File: src/rtl/rc4_keystream_decrypt.sv
// RC4 PRGA stage: walks the shuffled S-box, XORs each keystream byte with the
// encrypted ROM byte and stores the plaintext in the decrypted-message RAM.
module rc4_keystream_decrypt #(
  parameter int unsigned MSG_LEN = 32,
  parameter int unsigned ADDR_W  = 5
) (
  input  logic              clk,
  input  logic              reset_n,
  input  logic              start,
  output logic              finish,
  output logic              s_mem_req,
  output logic [7:0]        s_address,
  output logic [7:0]        s_data,
  output logic              s_wen,
  input  logic [7:0]        s_q,
  output logic [ADDR_W-1:0] rom_address,
  input  logic [7:0]        rom_q,
  output logic [ADDR_W-1:0] d_address,
  output logic [7:0]        d_data,
  output logic              d_wen
);

  localparam logic [ADDR_W-1:0] LastK = ADDR_W'(MSG_LEN - 1);

  typedef enum logic [3:0] {
    StIdle, StInit, StRdSi, StWtSi, StLtSi, StRdSj, StWtSj, StLtSj,
    StWrSi, StWrSj, StRdF, StWtF, StLtF, StWrOut, StDone
  } state_e;

  state_e            state;
  logic [7:0]        i, j, si, sj, f;
  logic [ADDR_W-1:0] k;

  always_ff @(posedge clk or negedge reset_n) begin
    if (!reset_n) begin
      state       <= StIdle;
      i           <= 8'd0;
      j           <= 8'd0;
      k           <= '0;
      si          <= 8'd0;
      sj          <= 8'd0;
      f           <= 8'd0;
      finish      <= 1'b0;
      s_mem_req   <= 1'b0;
      s_address   <= 8'd0;
      s_data      <= 8'd0;
      s_wen       <= 1'b0;
      rom_address <= '0;
      d_address   <= '0;
      d_data      <= 8'd0;
      d_wen       <= 1'b0;
    end else begin
      case (state)
        StIdle: begin
          if (start) begin
            s_mem_req <= 1'b1;
            state     <= StInit;
          end
        end
        StInit: begin
          i         <= 8'd1;
          j         <= 8'd0;
          k         <= '0;
          s_mem_req <= 1'b1;
          state     <= StRdSi;
        end
        StRdSi: begin
          s_address <= i;
          s_wen     <= 1'b0;
          d_wen     <= 1'b0;
          state     <= StWtSi;
        end
        StWtSi: state <= StLtSi;
        StLtSi: begin
          si    <= s_q;
          j     <= j + s_q;
          state <= StRdSj;
        end
        StRdSj: begin
          s_address <= j;
          state     <= StWtSj;
        end
        StWtSj: state <= StLtSj;
        StLtSj: begin
          sj    <= s_q;
          state <= StWrSi;
        end
        // Swap: S[i] <= S[j] then S[j] <= S[i]; i==j rewrites the same value twice.
        StWrSi: begin
          s_address <= i;
          s_data    <= sj;
          s_wen     <= 1'b1;
          state     <= StWrSj;
        end
        StWrSj: begin
          s_address <= j;
          s_data    <= si;
          s_wen     <= 1'b1;
          state     <= StRdF;
        end
        StRdF: begin
          s_wen       <= 1'b0;
          s_address   <= si + sj;
          rom_address <= k;
          state       <= StWtF;
        end
        StWtF: state <= StLtF;
        StLtF: begin
          f     <= s_q ^ rom_q;
          state <= StWrOut;
        end
        StWrOut: begin
          d_address <= k;
          d_data    <= f;
          d_wen     <= 1'b1;
          if (k == LastK) begin
            finish    <= 1'b1;
            s_mem_req <= 1'b0;
            state     <= StDone;
          end else begin
            k     <= k + 1'b1;
            i     <= i + 8'd1;
            state <= StRdSi;
          end
        end
        StDone: begin
          s_wen     <= 1'b0;
          d_wen     <= 1'b0;
          s_mem_req <= 1'b0;
          if (start) begin
            finish    <= 1'b0;
            s_mem_req <= 1'b1;
            state     <= StInit;
          end
        end
        default: state <= StIdle;
      endcase
    end
  end

endmodule
File: config.mk
export PLATFORM = sky130hd
export DESIGN_NAME = rc4_keystream_decrypt
export DESIGN_NICKNAME = d
export VERILOG_FILES = /design/src/rtl/rc4_keystream_decrypt.sv
export SDC_FILE = /design/constraint.sdc
export NUM_CORES = 1
export LEC_CHECK = 0
export ABC_AREA = 1
export ABC_CLOCK_PERIOD_IN_PS = 2500
export BUFFER_PORTS_ARGS = -buffer_cell sky130_fd_sc_hd__buf_4
export CAP_MARGIN = 10
export CORE_MARGIN = 5
export CORE_UTILIZATION = 40
export CTS_BUF_LIST = sky130_fd_sc_hd__clkbuf_8
export DETAILED_ROUTE_END_ITERATION = 16
export GPL_TIMING_DRIVEN = 0
export PLACE_DENSITY = 0.67
export RECOVER_POWER = 100
export SETUP_SLACK_MARGIN = 0.4
export SLEW_MARGIN = 10
export SYNTH_ARGS = -nofsm -noshare
export SYNTH_HDL_FRONTEND = slang
export SYNTH_SLANG_ARGS = --single-unit
export TNS_END_PERCENT = 100
File: constraint.sdc
create_clock -name clk -period 2.5 [get_ports clk]
set_clock_uncertainty 0.2 [all_clocks]
set_input_delay 0.125 -clock clk [delete_from_list [all_inputs] [get_ports clk]]
set_output_delay 0.125 -clock clk [all_outputs]
set_load 0.1 [all_outputs]
* Word-level counts from Yosys, hierarchy flattened
Cells that the tools add are included.
Word-level totals: bits in read-only memories 0, word-level logic and storage cells 78, register bits 87, output and inout port bits 38, bits in writable memories 0, bits in latches 0, memories 0
Cells by class: $mul 0, reduce and logical (&&, ||, !) cells 18, magnitude comparators 0, muxes and demuxes 19, div/mod/pow operators 0, $add $sub $neg 4, equality and inequality tests 20, bitwise gates (word level) 1, shift operators 0
Operators by type and width (count):
- case mux 4 bit (14 select lines) | 1
- case mux 8 bit (2 select lines) | 3
- equality test 4 bit (second input constant) | 7
- case mux 8 bit (3 select lines) | 1
- adder 8 bit | 2
- equality test 4 x 3 -> 1 bit (second input constant) | 4
- nonzero test 2 bit | 6
- case mux 5 bit (2 select lines) | 1
- OR reduction 2 bit | 5
- adder 8 x 1 -> 8 bit (second input constant) | 1
- equality test 4 x 2 -> 1 bit (second input constant) | 2
- two-way mux 4 bit | 2
- two-way mux 8 bit | 1
- != test 2 bit (second input constant) | 4
- XOR 8 bit | 1
- case mux 1 bit (2 select lines) | 3
- AND reduction 3 bit | 2
- adder 5 x 1 -> 5 bit (second input constant) | 1
- equality test 5 bit (second input constant) | 1
- two-way mux 1 bit | 5
- two-way mux 5 bit | 1
- equality test 4 x 1 -> 1 bit (second input constant) | 1
- zero test 4 bit | 1
- case mux 1 bit (4 select lines) | 1
- other kinds (5) | 5

* Logic depth before layout (Yosys ltp)
Gate-level depths: netlist of run 1.
word-level depth 3, mapped depth 12, mapped depth without buffers 11

* Worst setup path after synthesis of run 1
Ideal clock, no wire load.
path kind flip-flop to flip-flop, start register k[0], end register i[4], data arrival time 1.511 ns, path slack 0.711 ns, setup time 0.077 ns, period minus slack after synthesis 1.789 ns, stages on the path, launching flop included 13, cell sequence dfrtp_1 > ha_1 > nand2_1 > nor2_1 > ha_1 > inv_1 > nand2_4 > nand2_2 > buf_6 > nand2_2 > nor2_2 > nand2_1 > a21oi_1
Between the ends: word-level cells in the longest chain between the ends 3
RTL lines:
- start: declaration | RTL line 32 | logic [ADDR_W-1:0] k;
- start signal: assignment | RTL line 121 | k <= k + 1'b1;
- equality test 5 bit | RTL line 116 | if (k == LastK) begin
- != test 2 bit (no line)
- AND reduction 2 bit (no line)
- end signal: assignment | RTL line 122 | i <= i + 8'd1;
- end: declaration | RTL line 31 | logic [7:0] i, j, si, sj, f;
Every way passes these cells. A chain may end at the register's enable or synchronous reset.

* Final worst setup path of run 1
Ends and elaborated chain as after synthesis.

==> impl_results.md, run 1 <==
* Fill cell count at 1096
* Antenna diodes at 0
* Initial Util at 41.3%
* Worst r2r src: k[0]
* WP buf/inv at 2
* Fin. Hold Viols at 0
* Die width at 116 um
* P_leak at 2.65 nW
* Arr. time, crit path at 2170 ps
* CP endpoint kind: flop
* Final setup fails at 0
* Synth-to-Final Area Change at 19.0%
* Grt total ovfl at 0
* RSZ-0062 raised after global routing: true
* # H-tree levels at 3
* Hold Path End: s_data[7]
* DRC at 0
* TritonCTS clock tree: yes
* Detailed placer's ending HPWL at 8200 um
* Worst skew pair latency at 360 ps
* Mapped Cells at 558
* Crit path required time at 2590 ps
* Iteration count of the initial detailed-routing pass at 4
* Sink Count at 87
* Die area at 13500 um^2
* Register bit total from synthesis at 87
* CTS buffer count at 9
* Post-CTS Setup Bufs at 0
* Slew headroom at 2.31%
* Clock transition at path regs at 90 ps
* Class of the worst hold path: reg -> reg
* FMAX at 479 MHz
* R2R depth at 12
* Die Ht at 116 um
* DRT Wirelength at 11300 um
* CP cell instances: ha_1 > nand2_1 > nor2_1 > ha_1 > inv_1 > nand2_4 > nand2_1 > buf_6 > nand2_1 > nor2_1 > nand2_1 > a21oi_1
* Status: completed
* Most used cell, CP: nand2_1
* Post-route ant nets at 0
* Row cnt at 38
* Post-synth top area cell: dfrtp_1
* Synth top cells by count: nand2_1, dfrtp_1, inv_1
* Initial antenna violation count at 0
* Vias in the first global route at 4000
* CTS root buffer: clkbuf_8
* Pins Over Slew Limit at 0
* Syn nets at 596
* Max IR drop VDD at 0.788 mV
* Core area at 10900 um^2
* Nets at 684
* Avg Inst Size Synth at 8.09 um^2
* Tightest Pin Transition at 1470 ps
* Dominant cell by count in the synthesized netlist: nand2_1
* First-pass GRT wire length at 19000 um
* Synth top area cells: dfrtp_1, nand2_1, o21ai_0
* Period utilization at 83.4%
* Top FF cell, synth: dfrtp_1
* Min-delay src: s_data[7]
* Async set-reset flop share out of synthesis at 100%
* Synth top area share at 48.2%
* Largest net degree at the start of global routing at 88
* DR WL/cell at 14.4 um
* R2R Path End: i[4]
* Post-synth EDFFs at 0
* GP Congestion at 0.893
* PwrDens at 1410 nW/um^2
* Io pins at 57
* CP Launch Type: flop
* Total Routing Usage GR at 17.9%
* Setup CP Type: reg -> reg
* Reg2reg setup slack at 410 ps
* Share of cells above drive strength 1 at 6.62%
* CP max stage cell: dfrtp_1
* Netlist cell types at 33
* Drt first-iter violations at 322
* Buffers on Ports at 56
* Slowest cell delay on critical path at 410 ps
* Drt via density at 5.00
* Seq/Total Area, Yosys at 48.2%
* Hold depth at 2
* Minimum clock period at 2090 ps
* Max Buffers Root-to-Sink at 2
* Yosys warns at 0
* Vias at 3953
* Max cap viols at 0
* Synthesized area at 4510 um^2
* Fin util at 49.1%
* Crit-path leading delay family: simple AND/OR/NAND/NOR gates
* Worst-path maximum fanout at 10
* Setup TNS at 0 ps
[state kept, by name, indices dropped and copies added (netlist names), 4 cells and up]
name / cells
d_address: 5
k: 5
d_data: 8
j: 8
si: 8
s_data: 8
s_address: 8
sj: 8
i: 8
rom_address: 5
state: 4
f: 8
[power breakdown]
part           total [mW]  switching, mW  internal (mW)
registers            2.27          0.344           1.93
clock network        1.07          0.515          0.556
logic                4.22           3.29          0.929
[layer usage]
metal	share of wire, %	vias up	GRT usage (%)
met4	2.5	0	7.27
li1	-	1970	-
met1	47	1873	23.5
met3	5.6	21	3.73
met5	0	-	0
met2	45	89	28.9
[what timing repair did]
item | 4_1_cts | 5_1_grt
gates resized for setup | 0 | 6
setup endpoints to repair | 0 | 15
endpoints found under the hold margin | 118 | 0
hold buffers | 20 | 0
[logic make-up after synthesis]
family                   after synthesis  synth area share, %
AO/OA/AOI/OAI                         99                 11.6
XOR/XNOR                              14                 2.72
adder cells (fa/ha/maj)               19                 5.60
buffers and inverters                 88                 7.57
flip-flops                            87                 48.2
AND/OR/NAND/NOR                      251                 24.3
[per-stage QoR]
step | setup slack (ps) | std cells | cell area, um^2 | total power, mW | hold slack (ps)
after global routing | 201 | 790 | 5370 | 8.13 | 321
final | 414 | 790 | 5370 | 7.56 | 291
after global placement | 530 | 754 | 5110 | 6.63 | 191
after CTS | 479 | 789 | 5520 | 7.83 | 293
after detailed placement | 499 | 754 | 5110 | 6.71 | 201
after floorplan | 711 | 558 | 4510 | 5.68 | -371
[worst max path at each step]
stage,start,to,slack (ps),cells after the start
6_report,k[0],i[4],410,12
5_1_grt,state[1],s_address[7],200,9
4_1_cts,k[0],i[4],480,12
3_5_place_dp,state[0],j[2],500,6
3_3_place_gp,k[0],i[4],530,12
2_1_floorplan,k[0],i[4],710,12
[final cells by class]
cell class	count	area, um^2	share of cell area (%)
inverters	76	285	5.31
multi-input cells	383	1970	36.8
well taps	140	175	3.26
repair buffers	77	494	9.20
plain buffers	12	55.1	1.02
flip-flops and latches	87	2180	40.5
clock buffers	9	124	2.31
clock inverters	6	86.3	1.61
[placed cells by master (no fill, tap or decap), types with 2 or more instances in the layout]
master         count
o211ai_1           6
bufinv_16          2
nor3_1             7
buf_2              2
xor2_1            13
nand4_1            5
a21oi_1           18
dlygate4sd3_1     20
clkinv_2           2
fa_1               2
nand3_1           43
buf_4             15
nand2_1          157
nand2_2            2
nand2_4            2
o22ai_1            4
inv_2              2
ha_1              17
clkbuf_8           9
clkbuf_1          50
nor2_1            29
dfrtp_1           87
inv_1             74
o21ai_0           67
[worst register-to-register path, cell delays in order, from the launching register on]
cell and delay, ps:
dfrtp_1 410, ha_1 210, nand2_1 80, nor2_1 50
ha_1 200, inv_1 110, nand2_4 90, nand2_1 110
buf_6 150, nand2_1 70, nor2_1 140, nand2_1 60
a21oi_1 120
Note: power is estimated with default switching activity, not from simulation.
==> run 2: changes to the inputs <==
ABC_AREA = 0   (was 1)
ABC_CLOCK_PERIOD_IN_PS = 1900   (was 2500)
PLACE_DENSITY = 0.69   (was 0.67)
clock period = 1.9 ns   (was 2.5 ns; I/O delays follow)
==> impl_results.md, run 2 <==
* P_leak at 3.30 nW (was 2.65 nW)
* Die width at 117 um (was 116 um)
* Synth top cells by count: dfrtp_1, nand2_1, nor2_1 (was nand2_1, dfrtp_1, inv_1)
* Period utilization at 120% (was 83.4%)
* CTS root buffer: clkbuf_8 (unchanged)
* Dominant cell by count in the synthesized netlist: dfrtp_1 (was nand2_1)
* Row cnt at 39 (was 38)
* Tightest Pin Transition at 1200 ps (was 1470 ps)
* Hold_ws at -149 ps (was 291 ps)
* Avg Inst Size Synth at 9.70 um^2 (was 8.09 um^2)
* Netlist cell types at 57 (was 33)
* Detailed placer's ending HPWL at 8510 um (was 8200 um)
* Clock transition at path regs at 80 ps (was 90 ps)
* Sequential cell area at 2180 um^2 (about the same)
* Hold depth at 2 (unchanged)
* Max IR drop VDD at 1.86 mV (was 0.788 mV)
* Synth top area share at 47.9% (was 48.2%)
* R2R Path End: s_address[6] (was i[4])
* First-pass GRT wire length at 22600 um (was 19000 um)
* Met3 Usage GRT at 4.25% (was 3.73%)
* Failing checks: negative hold slack, negative setup slack
* Largest net degree at the start of global routing at 88 (unchanged)
* Fin. Hold Viols at 3 (was 0)
* Fill cell count at 853 (was 1096)
* Drt first-iter violations at 219 (was 322)
* Nets at 677 (was 684)
* Drt via density at 5.46 (was 5.00)
* Worst-path maximum fanout at 2 (was 10)
* Met2 usage at 35.3% (was 28.9%)
* Pins Over Slew Limit at 0 (unchanged)
* Mapped Cells at 469 (was 558)
* Async set-reset flop share out of synthesis at 100% (unchanged)
* CP max stage cell: or4b_4 (was dfrtp_1)
* Placed Area at 5530 um^2 (was 5110 um^2)
* Iteration count of the initial detailed-routing pass at 4 (unchanged)
* Buffers on Ports at 56 (unchanged)
* Commonest non-fill, non-tap cell in the layout: dfrtp_1 (was nand2_1)
* DRT Wirelength at 14800 um (was 11300 um)
* Slowest cell delay on critical path at 510 ps (was 410 ps)
* FMAX at 438 MHz (was 479 MHz)
* Commonest cells after routing, fill and taps aside: dfrtp_1, buf_4, nand2_1 (was nand2_1, dfrtp_1, inv_1)
* Hold Path End: sj[0] (was s_data[7])
* Initial Util at 40.4% (was 41.3%)
* Die area at 13600 um^2 (was 13500 um^2)
* Seq/Total Area, Yosys at 47.9% (was 48.2%)
* R2R depth at 8 (was 12)
* Placed cell count at 668 (was 754)
* Syn nets at 507 (was 596)
* WP buf/inv at 1 (was 2)
* CP Launch Type: flop (unchanged)
* Final worst setup slack at -385 ps (was 414 ps)
* Fin util at 65.5% (was 49.1%)
* DRC at 0 (unchanged)
* Crit path required time at 2020 ps (was 2590 ps)
* Most Crowded Layer GR: met2 (unchanged)
* Initial antenna violation count at 0 (unchanged)
* Worst r2r src: si[0] (was k[0])
* Grt total ovfl at 0 (unchanged)
* Crit-path leading delay family: compound AO/OA/AOI/OAI gates (was simple AND/OR/NAND/NOR gates)
* Minimum clock period at 2290 ps (was 2090 ps)
* Post-route ant nets at 0 (unchanged)
* Total Routing Usage GR at 21.6% (was 17.9%)
* GP Congestion at 0.912 (was 0.893)
* Post-synth top area cell: dfrtp_1 (unchanged)
* Post-synth EDFFs at 0 (unchanged)
* Finished Layout Cells at 786 (was 790)
* Setup slack at placement at -451 ps (was 499 ps)
* Register bit total from synthesis at 87 (unchanged)
* Setup CP Type: reg -> reg (unchanged)
* Min-delay src: s_q[0] (was s_data[7])
* TritonCTS clock tree: yes (unchanged)
* Slew headroom at 20.3% (was 2.31%)
* Reg2reg setup slack at -390 ps (was 410 ps)
* DR WL/cell at 18.9 um (was 14.4 um)
* Class of the worst hold path: in -> reg (was reg -> reg)
* PwrDens at 1940 nW/um^2 (was 1410 nW/um^2)
* Worst skew pair latency at 380 ps (was 360 ps)
* Top FF cell, synth: dfrtp_1 (unchanged)
* Status: finished, violations left (was completed)
* Max cap viols at 0 (unchanged)
* Finished Cell Area at 7380 um^2 (was 5370 um^2)
* RSZ-0062 raised after global routing: true (unchanged)
* Final setup fails at 55 (was 0)
* Vias in the first global route at 4382 (was 4000)
* Yosys warns at 0 (unchanged)
* CP cell instances: ha_2 > inv_2 > fa_2 > nor2b_2 > o31a_1 > or4b_4 > a21oi_4 > o32a_1 (was ha_1 > nand2_1 > nor2_1 > ha_1 > inv_1 > nand2_4 > nand2_1 > buf_6 > nand2_1 > nor2_1 > nand2_1 > a21oi_1)
* Share of cells above drive strength 1 at 52.9% (was 6.62%)
* Synth-to-Final Area Change at 62.2% (was 19.0%)
* Vias at 4290 (was 3953)
* Setup TNS at -7330 ps (was 0 ps)
* CP endpoint kind: flop (unchanged)
* Max Buffers Root-to-Sink at 2 (unchanged)
* Arr. time, crit path at 2400 ps (was 2170 ps)
* Io pins at 57 (unchanged)
* CTS buffer count at 9 (unchanged)
* Antenna diodes at 0 (unchanged)
* # H-tree levels at 3 (unchanged)
* Multi-input logic area at 3170 um^2 (was 1970 um^2)
* Power consumption at 14.3 mW (was 7.56 mW)
* Core area at 11300 um^2 (was 10900 um^2)
* Die Ht at 117 um (was 116 um)
* Synth top area cells: dfrtp_1, nand2_1, ha_1 (was dfrtp_1, nand2_1, o21ai_0)
* Met1 Resource Use GR at 27.6% (was 23.5%)
* Sink Count at 87 (unchanged)
* Synthesized area at 4550 um^2 (was 4510 um^2)
## run 2: cell count changes after synthesis, moves of 18 or more
cell     delta
inv_1      -65
mux2_2     +18
nor2_1     +18
nand3_1    -31
o21ai_0    -43
nand2_1    -72
## run 2: metal layers
layer,part of all wire (%),routed length (um)
met5,0,0
met4,4.1,602
met3,4.3,643
met2,50,7420
met1,42,6170
## run 2: worst max-delay path by stage
stage,startpoint,to,cells past startpoint,slack (ps)
after global placement,si[2],s_address[6],6,-430
after CTS,si[0],s_address[6],8,-380
after global routing,sj[0],s_address[6],9,-450
final,si[0],s_address[6],8,-390
after detailed placement,si[0],s_address[6],8,-450
after floorplan,j[0],j[6],7,-210
## run 2: report_power, final
part / total, mW / internal [mW] / switching [mW]
logic: 9.70 / 4.02 / 5.67
registers: 3.22 / 2.53 / 0.691
clock network: 1.42 / 0.760 / 0.656
## run 2: kinds of logic after synthesis
family / Yosys count / share of synthesized area (%)
muxes: 31 / 7.34
AOI/OAI and AO/OA: 98 / 13.3
DFF: 87 / 47.9
xor gates and xnor gates: 23 / 4.43
buffers and inverters: 29 / 2.70
adders and majority gates: 21 / 6.00
and+or+nand+nor: 180 / 18.3
## run 2: cell type report
cell class	count	area share, %
flip-flops and latches	87	29.6
multi-input cells	354	43.0
well taps	143	2.42
plain buffers	21	3.78
clock buffers	10	1.86
inverters	8	0.407
repair buffers	158	18.0
clock inverters	5	1.02
## run 2: timing repair
| action | in CTS | in global routing |
|---|---|---|
| hold endpoints to repair | 118 | 90 |
| pin swaps | 62 | 54 |
| setup buffers | 52 | 25 |
| gates resized for setup | 129 | 118 |
| setup endpoints to repair | 84 | 87 |
| hold buffers | 20 | 1 |
| gates cloned | 4 | 1 |
